===== config.mk =====
export PLATFORM = sky130hd
export DESIGN_NAME = layer1_scheduler
export DESIGN_NICKNAME = d
export VERILOG_FILES = /design/src/rtl/layer1_scheduler.sv
export SDC_FILE = /design/constraint.sdc
export NUM_CORES = 1
export LEC_CHECK = 0
export ABC_AREA = 1
export CORE_MARGIN = 1.5
export CORE_UTILIZATION = 57
export DETAILED_ROUTE_END_ITERATION = 8
export DONT_BUFFER_PORTS = 1
export GPL_TIMING_DRIVEN = 1
export PLACE_DENSITY = 0.75
export SYNTH_ARGS = -nofsm -noshare
export SYNTH_HDL_FRONTEND = slang
export SYNTH_SLANG_ARGS = --single-unit

===== constraint.sdc =====
create_clock -name clk -period 2.1 [get_ports clk]
set_input_delay 0.315 -clock clk [delete_from_list [all_inputs] [get_ports clk]]
set_output_delay 0.315 -clock clk [all_outputs]
set_load 0.1 [all_outputs]

===== src/rtl/layer1_scheduler.sv =====
// ---------------------------------------------------------------------------
// layer1_scheduler
//   Evaluates one layer of LUT neurons by sharing a single 2^FANIN:1 table
//   lookup across all neurons, one neuron per clock.
//   An input vector is accepted in IDLE and latched into a holding register.
//   EVAL then walks cnt over the neurons and fills result[]. DONE presents
//   result until the consumer takes it.
//
// Ports
//   clk, rst      rising-edge clock, synchronous active-high reset
//   in_valid/in_ready/in_data     input vector handshake (M0)
//   out_valid/out_ready/out_data  result vector handshake (M1, bit n = neuron n)
//   cfg_we/cfg_addr/cfg_data      truth-table write; bit k = output for index k
//   busy          high while in EVAL or DONE
// ---------------------------------------------------------------------------

// Fixed fan-in wiring for one neuron: gathers its six inputs, MSB first.
module layer1_fanin #(
   parameter int IN_W      = 25,
   parameter int FANIN     = 6,
   parameter int NEURON_ID = 0
) (
   input  logic [IN_W-1:0]  m0,
   output logic [FANIN-1:0] idx
);
   // Only some M0 bits feed each neuron; fold the whole vector here so the
   // remaining bits are not reported as dangling.
   logic unused_m0;
   assign unused_m0 = ^m0;

   always_comb begin
      idx = '0;
      case (NEURON_ID)
         0: idx = FANIN'({m0[16], m0[13], m0[12], m0[5], m0[3], m0[1]});
         1: idx = FANIN'({m0[24], m0[17], m0[15], m0[13], m0[6], m0[2]});
         2: idx = FANIN'({m0[24], m0[21], m0[20], m0[7], m0[6], m0[4]});
         3: idx = FANIN'({m0[19], m0[15], m0[14], m0[13], m0[12], m0[6]});
         4: idx = FANIN'({m0[21], m0[13], m0[7], m0[5], m0[3], m0[2]});
         default: idx = '0;
      endcase
   end
endmodule

module layer1_scheduler #(
   parameter int NEURONS = 5,
   parameter int IN_W    = 25,
   parameter int FANIN   = 6
) (
   input  logic                    clk,
   input  logic                    rst,
   input  logic                    in_valid,
   output logic                    in_ready,
   input  logic [IN_W-1:0]         in_data,
   output logic                    out_valid,
   input  logic                    out_ready,
   output logic [NEURONS-1:0]      out_data,
   input  logic                    cfg_we,
   input  logic [2:0]              cfg_addr,
   input  logic [(1<<FANIN)-1:0]   cfg_data,
   output logic                    busy
);
   localparam int TT_W = 1 << FANIN;

   typedef enum logic [1:0] {IDLE, EVAL, DONE} state_e;

   state_e                         state_q, state_d;
   logic [2:0]                     cnt_q, cnt_d;
   logic [IN_W-1:0]                hold_q, hold_d;
   logic [NEURONS-1:0]             result_q, result_d;
   logic [NEURONS-1:0][TT_W-1:0]   tt_q, tt_d;
   logic                           in_ready_q, in_ready_d;
   logic                           out_valid_q, out_valid_d;
   logic                           busy_q, busy_d;

   // Per-neuron table indices, all computed from the held vector.
   logic [NEURONS-1:0][FANIN-1:0]  idx_all;

   for (genvar g = 0; g < NEURONS; g++) begin : g_fanin
      layer1_fanin #(
         .IN_W      (IN_W),
         .FANIN     (FANIN),
         .NEURON_ID (g)
      ) u_fanin (
         .m0  (hold_q),
         .idx (idx_all[g])
      );
   end

   // The shared lookup reads the registered table, so a write landing on
   // the same edge only affects later lookups.
   logic lut_bit;
   assign lut_bit = tt_q[cnt_q][idx_all[cnt_q]];

   always_comb begin
      state_d  = state_q;
      cnt_d    = cnt_q;
      hold_d   = hold_q;
      result_d = result_q;
      tt_d     = tt_q;

      if (cfg_we && ({1'b0, cfg_addr} < 4'(NEURONS)))
         tt_d[cfg_addr] = cfg_data;

      case (state_q)
         IDLE: begin
            if (in_valid && in_ready_q) begin
               hold_d  = in_data;
               cnt_d   = '0;
               state_d = EVAL;
            end
         end
         EVAL: begin
            result_d[cnt_q] = lut_bit;
            // cnt parks on the last neuron rather than wrapping past it.
            if (cnt_q == 3'(NEURONS-1))
               state_d = DONE;
            else
               cnt_d = cnt_q + 3'd1;
         end
         DONE: begin
            if (out_ready)
               state_d = IDLE;
         end
         default: state_d = IDLE;
      endcase

      // Status outputs are registered from the next state.
      in_ready_d  = (state_d == IDLE);
      out_valid_d = (state_d == DONE);
      busy_d      = (state_d != IDLE);
   end

   always_ff @(posedge clk) begin
      if (rst) begin
         state_q     <= IDLE;
         cnt_q       <= '0;
         hold_q      <= '0;
         result_q    <= '0;
         tt_q        <= '0;
         in_ready_q  <= 1'b0;
         out_valid_q <= 1'b0;
         busy_q      <= 1'b0;
      end else begin
         state_q     <= state_d;
         cnt_q       <= cnt_d;
         hold_q      <= hold_d;
         result_q    <= result_d;
         tt_q        <= tt_d;
         in_ready_q  <= in_ready_d;
         out_valid_q <= out_valid_d;
         busy_q      <= busy_d;
      end
   end

   assign in_ready  = in_ready_q;
   assign out_valid = out_valid_q;
   assign out_data  = result_q;
   assign busy      = busy_q;
endmodule


==> results of run 1 <==
==> critical path, stage by stage, from the launching register on <==
cell and delay (ps):
dfxtp_4 400, buf_12 170, nor2_1 120, inv_1 80
o21ai_1 150, inv_1 70, nor3_2 220, buf_4 190
clkinvlp_4 210, nand3_2 140, nand3_2 110, nand3_4 140
nand3_2 80, nand2_1 70, inv_1 40
==> area by class of cell <==
cell class	instances	area share, %
Clock buffer	55	6.11
Tap cell	341	2.23
Sequential cell	350	36.7
Multi-Input combinational cell	1483	37.2
Clock inverter	8	0.242
Timing Repair Buffer	191	11.9
Inverter	271	5.49
Antenna cell	4	0.0524
==> synth_stat cells <==
| cell | count |
|---|---|
| nand2_1 | 299 |
| nand3_1 | 110 |
| o211ai_1 | 70 |
| o311ai_0 | 1 |
| inv_2 | 5 |
| a31oi_1 | 1 |
| or2_2 | 1 |
| nand3_2 | 3 |
| nor3_1 | 4 |
| nor3_2 | 1 |
| o21ai_2 | 1 |
| nor2_4 | 2 |
| clkbuf_1 | 126 |
| ha_1 | 2 |
| buf_1 | 7 |
| nor2_1 | 363 |
| nor2_2 | 1 |
| a21oi_1 | 236 |
| buf_2 | 25 |
| dfxtp_1 | 350 |
| o21ai_0 | 383 |
| o21ai_1 | 3 |
| buf_4 | 5 |
| clkinv_1 | 3 |
| a211oi_1 | 2 |
| inv_1 | 263 |
==> flip-flops by register name (all words and copies together), names as in the netlist <==
signal	cells
busy	1
cnt_q	3
hold_q	17
in_ready	1
out_data	5
out_valid	1
state_q	2
tt_q	320
==> logic make-up (layout without fill, tap and decap cells) <==
| kind of cell | count (synthesis) | count (layout) |
|---|---|---|
| compound gates | 697 | 697 |
| fa+ha+maj | 2 | 2 |
| flops | 350 | 350 |
| buf+inv | 434 | 525 |
| simple gates | 784 | 784 |
| other cells | 0 | 4 |
==> layer usage <==
layer | up-vias | share of wire, %
li1 | 7484 | -
met1 | 7239 | 40
met2 | 729 | 46
met3 | 179 | 8.6
met4 | 2 | 4.6
met5 | - | 0.025
==> metrics by stage <==
step                hold WS [ps]  area [um^2]  TNS, ps
detailed placement           388        16300     -932
finish                     -6.12        19100     -956
global route               -3.15        19100    -1140
floorplan                    423        15500        0
CTS                      0.00533        18500        0
global placement             390        16300     -666
==> power by group <==
group          switching, W  internal [W]  total (W)
logic               0.00110      0.000653    0.00175
registers         0.0000962       0.00689    0.00699
clock network       0.00267       0.00384    0.00651
total               0.00386        0.0114     0.0152
==> worst max path at each step <==
stage / cells past startpoint / endpoint / slack [ps] / startpoint
3_3_place_gp: 14 / out_data[3] / -140 / cnt_q[2]
3_5_place_dp: 15 / out_data[1] / -190 / cnt_q[1]
2_1_floorplan: 6 / hold_q[13] / 20 / in_ready
4_1_cts: 15 / out_data[2] / 0.01 / cnt_q[0]
5_1_grt: 14 / out_data[0] / -240 / cnt_q[0]
6_report: 14 / out_data[1] / -200 / cnt_q[0]
==> what timing repair did <==
item / CTS / global route
pin swaps: 11 / 22
buffers inserted: 3 / 11
gates resized for setup: 32 / 69
gates cloned: 5 / 9
hold buffers: 72 / 0
hold endpoints to repair: 217 / 0
endpoints found under the setup margin: 5 / 5
==> impl_metrics.py, run 1 <==
metrics = {
    "status": {
        "status": "complete, but fails checks",
        "violations": "negative hold slack, negative setup slack",
    },
    "yosys": {
        "yosysSeqAreaShare_pct": 45.2,
        "yosys-top-cells-area": "dfxtp_1 45%, o21ai_0 12%, nor2_1 8.8%",
        "synth_top_area_share_pct": 45.2,
        "yosys.area.top_type": "dfxtp_1",
        "synth_compound_area_share_pct": 23.7,
        "muxShareOfSynthArea_pct": 0,
        "yosysWarnings": 0,
        "avgSynthCellArea_um2": 6.85,
        "synth_fa_ha_area_share_pct": 0.161,
        "synthSimpleGateAreaFrac_pct": 20.2,
        "syn_nets": 2366,
        "ys_ff_latch": 350,
        "ys_types": 26,
        "synth_cells": 2267,
        "synthXorXnorAreaFrac_pct": 0,
        "synth_top_family_by_area": "compound AO/OA/AOI/OAI gates",
        "syn_area_mm2": 0.0155,
    },
    "global_route": {
        "grt_pass1_vias": 14505,
        "grt_pass1_wl_mm": 73.1,
        "gr-usage-met3_pct": 5.36,
        "grt_util_met1_pct": 40.4,
        "grt.total_usage_pct": 31.9,
        "met2_usage_pct": 54.1,
        "grt_max_degree": 102,
        "gr-total-overflow": 0,
        "antenna_found_initial": 2,
        "busiest_layer": "met2",
    },
    "setup_path": {
        "path_class": "flop to flop",
        "r2r_start": "cnt_q[0]",
        "crit_path_end_kind": "flop",
        "r2r_slack_ps": -200,
        "required_ps": 2530,
        "critPathArrivalTime_ps": 2720,
        "start_kind": "flop",
        "worstPathMaxFanout": 8,
        "reg2reg_depth": 14,
        "reg2reg_to": "out_data[1]",
    },
    "floorplanning": {
        "initial_core_util_pct": 57.9,
        "die_x_um": 168,
        "io_pins": 105,
        "die_area_mm2": 0.0282,
        "rows": 60,
        "dieHeight_um": 168,
        "core_mm2": 0.0268,
    },
    "route": {
        "vias_per_cell": 5.78,
        "ant_nets": 0,
        "via_count": 15633,
        "firstDrtPassIters": 8,
        "wl_per_cell_um": 17.9,
        "wl_mm": 48.3,
        "first_iter_violations": 1761,
        "drcViolationCount": 0,
    },
    "sta": {
        "finalSetupViolations": 5,
        "setup_ws_ps": -197,
        "hold_viol_final": 5,
        "whs_ps": -6.12,
        "fmax_mhz": 435,
        "fin_crit_ps": 2300,
        "slew_headroom_pct": 62.4,
        "tightest_slew_ps": 565,
        "fin_skew_ps": 16.5,
        "fin_crit_sh_pct": 109,
        "final_max_slew_viol_count": 0,
        "grt_setup_unrepaired": "yes",
    },
    "power_and_ir_drop": {
        "vdd_drop_max_mv": 0.650,
        "total_power_w": 0.0152,
        "leakage_nw": 7.74,
        "powerDensity_mw_per_mm2": 798,
    },
    "clocking": {
        "clock_latency_ps": 520,
        "clockRootBuffer": "clkbuf_16",
        "clk_pin_slew_ps": 60,
        "cts_tree": "built",
        "cts_max_path_buffers": 3,
        "h-tree-depth": 2,
        "cts.sinks": 350,
        "cts_buffers": 38,
    },
    "placement": {
        "dpl.hpwl_mm": 25.3,
        "gp_congestion": 0.841,
        "detailedPlace.worstSlack_ps": -194,
        "place_inst": 2536,
        "numPortBuffers": 0,
    },
    "finish": {
        "layout_commonest_cell": "o21ai_0",
        "syn_to_final_growth_pct": 23.1,
        "final_core_util_pct": 71.3,
        "finalNetCount": 2434,
        "fillers": 2073,
        "drive_above_1_share_pct": 10.9,
        "final_cell_mix": "376 x o21ai_0, 353 x nor2_1, 346 x dfxtp_1",
        "multi_input_area_mm2": 0.00711,
        "final_cells": 2703,
        "register_area_mm2": 0.00702,
    },
    "worst_hold_path": {
        "hold_start": "cfg_data[27]",
        "holdPathStages": 2,
        "whs_endpoint": "tt_q[27]",
        "min_path_type": "input pin to flop",
    },
    "run": {
        "cap_viol_max_count": 0,
    },
}
No activity file was read; power rests on OpenSTA's default activity.
==> run 2: changes to the inputs <==
CTS_CLUSTER_SIZE = 14   (was default)
==> run 2 against run 1 <==
Effect of this change:
- total power rose by 3.7%
- combinational power up 2%
- clock power up 8.1%
- the flow still finishes with violations (negative hold slack, negative setup slack)
- highest routed layer unchanged
==> impl_metrics.py, run 2 (same netlist as run 1, synthesis figures left out) <==
metrics = {
    "setup_path": {
        "worstPathMaxFanout": 6,
        "slowest_delay_ps": 390,
        "crit_path_end_kind": "flop",
        "crit_family": "simple AND/OR/NAND/NOR gates",
        "path_class": "flop to flop",
        "required_ps": 2530,
        "crit_buf_inv": 6,
        "start_kind": "flop",
        "path_cells": "buf_12, clkbuf_16, nor3_4, nor3_2, buf_4, inv_2, buf_4, nand3_1, nand3_1, nand3_2, nand3_4, nand3_1, nand2_1, inv_1",
        "critical_path.slowest_cell": "dfxtp_4",
        "crit_path_frequent_cell": "nand3_1",
        "critPathArrivalTime_ps": 2710,
    },
    "route": {
        "vias_per_cell": 5.74,
        "wl_per_cell_um": 17.7,
        "drcViolationCount": 0,
        "wl_mm": 48.1,
        "first_iter_violations": 1758,
        "firstDrtPassIters": 7,
        "ant_nets": 0,
        "via_count": 15588,
    },
    "global_route": {
        "grt_pass1_wl_mm": 72.5,
        "gr-total-overflow": 0,
        "grt_pass1_vias": 14471,
        "grt.total_usage_pct": 31.5,
        "grt_max_degree": 102,
        "antenna_found_initial": 3,
    },
    "finish": {
        "regMostFlops": "tt_q",
        "fillers": 2029,
        "final_cell_mix": "379 x o21ai_0, 349 x nor2_1, 346 x dfxtp_1",
        "final_core_util_pct": 72.2,
        "syn_to_final_growth_pct": 24.7,
        "finalNetCount": 2446,
        "largest_reg_flops": 320,
        "final_cells": 2718,
        "layout_commonest_cell": "o21ai_0",
        "drive_above_1_share_pct": 10.8,
    },
    "status": {
        "violations": "negative hold slack, negative setup slack",
        "status": "complete, but fails checks",
    },
    "clocking": {
        "clockRootBuffer": "clkbuf_16",
        "cts_buffers": 38,
        "clk_pin_slew_ps": 60,
        "cts.sinks": 350,
        "cts_max_path_buffers": 3,
        "h-tree-depth": 2,
        "clock_latency_ps": 520,
        "cts_tree": "built",
    },
    "sta": {
        "final_max_slew_viol_count": 0,
        "fmax_mhz": 438,
        "fin_crit_ps": 2280,
        "grt_setup_unrepaired": "yes",
        "whs_ps": -0.204,
        "fin_crit_sh_pct": 109,
        "tightest_slew_ps": 555,
        "setup_ws_ps": -185,
        "finalSetupViolations": 5,
        "hold_viol_final": 1,
        "slew_headroom_pct": 63.0,
        "fin_skew_ps": 11.5,
    },
    "floorplanning": {
        "initial_core_util_pct": 57.9,
        "die_area_mm2": 0.0282,
        "die_x_um": 168,
        "core_mm2": 0.0268,
        "rows": 60,
        "dieHeight_um": 168,
        "io_pins": 105,
    },
    "placement": {
        "dpl.hpwl_mm": 25.3,
        "numPortBuffers": 0,
        "detailedPlace.worstSlack_ps": -194,
        "place_inst": 2536,
        "gp_congestion": 0.841,
    },
    "power_and_ir_drop": {
        "switchingPower_w": 0.00390,
        "vdd_drop_max_mv": 0.746,
        "p_comb_share_pct": 11.3,
        "p_clk_share_pct": 44.5,
        "internal_power_w": 0.0119,
        "p_seq_share_pct": 44.2,
        "leakage_nw": 7.87,
        "powerDensity_mw_per_mm2": 817,
        "total_power_w": 0.0158,
        "swShare_pct": 24.7,
    },
    "run": {
        "cap_viol_max_count": 0,
    },
    "worst_hold_path": {
        "min_path_type": "input pin to flop",
    },
}
[run 2: cell count changes in the layout (fill, tap and decap cells not counted), sizes merged]
cell         delta
clkbuf          +6
buf             -1
diode           -1
inv             +3
clkinv          -1
clkinvlp        -2
dlygate4sd3     +8
bufinv          +3
[run 2: power groups by stage]
stage / clock network [W] / registers, W / logic [W]
3_3_place_gp: 0 / 0.00711 / 0.00130
5_1_grt: 0.00738 / 0.00700 / 0.00194
3_5_place_dp: 0 / 0.00712 / 0.00133
2_1_floorplan: 0 / 0.00714 / 0.000910
6_report: 0.00704 / 0.00699 / 0.00179
4_1_cts: 0.00710 / 0.00698 / 0.00160
[run 2: final timing paths]
| path | slack [ps] | cells past startpoint | from | end |
|---|---|---|---|---|
| worst min register to register | 440 | 2 | tt_q[167] | tt_q[167] |
| worst max register to register | -180 | 14 | cnt_q[0] | out_data[4] |
| worst max-delay path | -180 | 14 | cnt_q[0] | out_data[4] |
| worst min-delay path | -0.2 | 2 | cfg_data[55] | tt_q[119] |
[run 2: cell type report]
type / instances / area [um^2] / share of cell area [%]
Inverter: 271 / 1040 / 5.36
Clock buffer: 56 / 1200 / 6.22
Timing Repair Buffer: 203 / 2440 / 12.6
Sequential cell: 350 / 7020 / 36.3
Multi-Input combinational cell: 1483 / 7080 / 36.6
Antenna cell: 3 / 7.51 / 0.0388
Clock inverter: 11 / 136 / 0.705
Tap cell: 341 / 427 / 2.21
[run 2: worst reg2reg max path: stages, from the launching register on]
cell	delay (ps)
dfxtp_4	390
buf_12	160
clkbuf_16	180
nor3_4	250
nor3_2	70
buf_4	160
inv_2	90
buf_4	170
nand3_1	100
nand3_1	130
nand3_2	140
nand3_4	150
nand3_1	90
nand2_1	70
inv_1	40
[run 2: repair_timing]
action                                  4_1_cts  5_1_grt
pin swaps                                    13       23
endpoints found under the setup margin        5        8
endpoints found under the hold margin       271        0
gates resized for setup                      33       50
hold buffers                                 80        0
setup buffers                                 7        7
gates cloned                                  4       14
[run 2: layer usage]
| metal | track usage [%] | vias to the layer above | wire length [um] |
|---|---|---|---|
| met5 | 0 | - | 12 |
| li1 | - | 7509 | - |
| met1 | 39.4 | 7207 | 19300 |
| met3 | 5.36 | 144 | 4190 |
| met4 | 11.9 | 2 | 1720 |
| met2 | 54.6 | 726 | 22900 |
[run 2: per-stage QoR]
step	TNS, ps	cell area [um^2]
floorplan	0	15500
global placement	-666	16300
detailed placement	-932	16300
CTS	-155	18800
global route	-1110	19300
finish	-869	19300
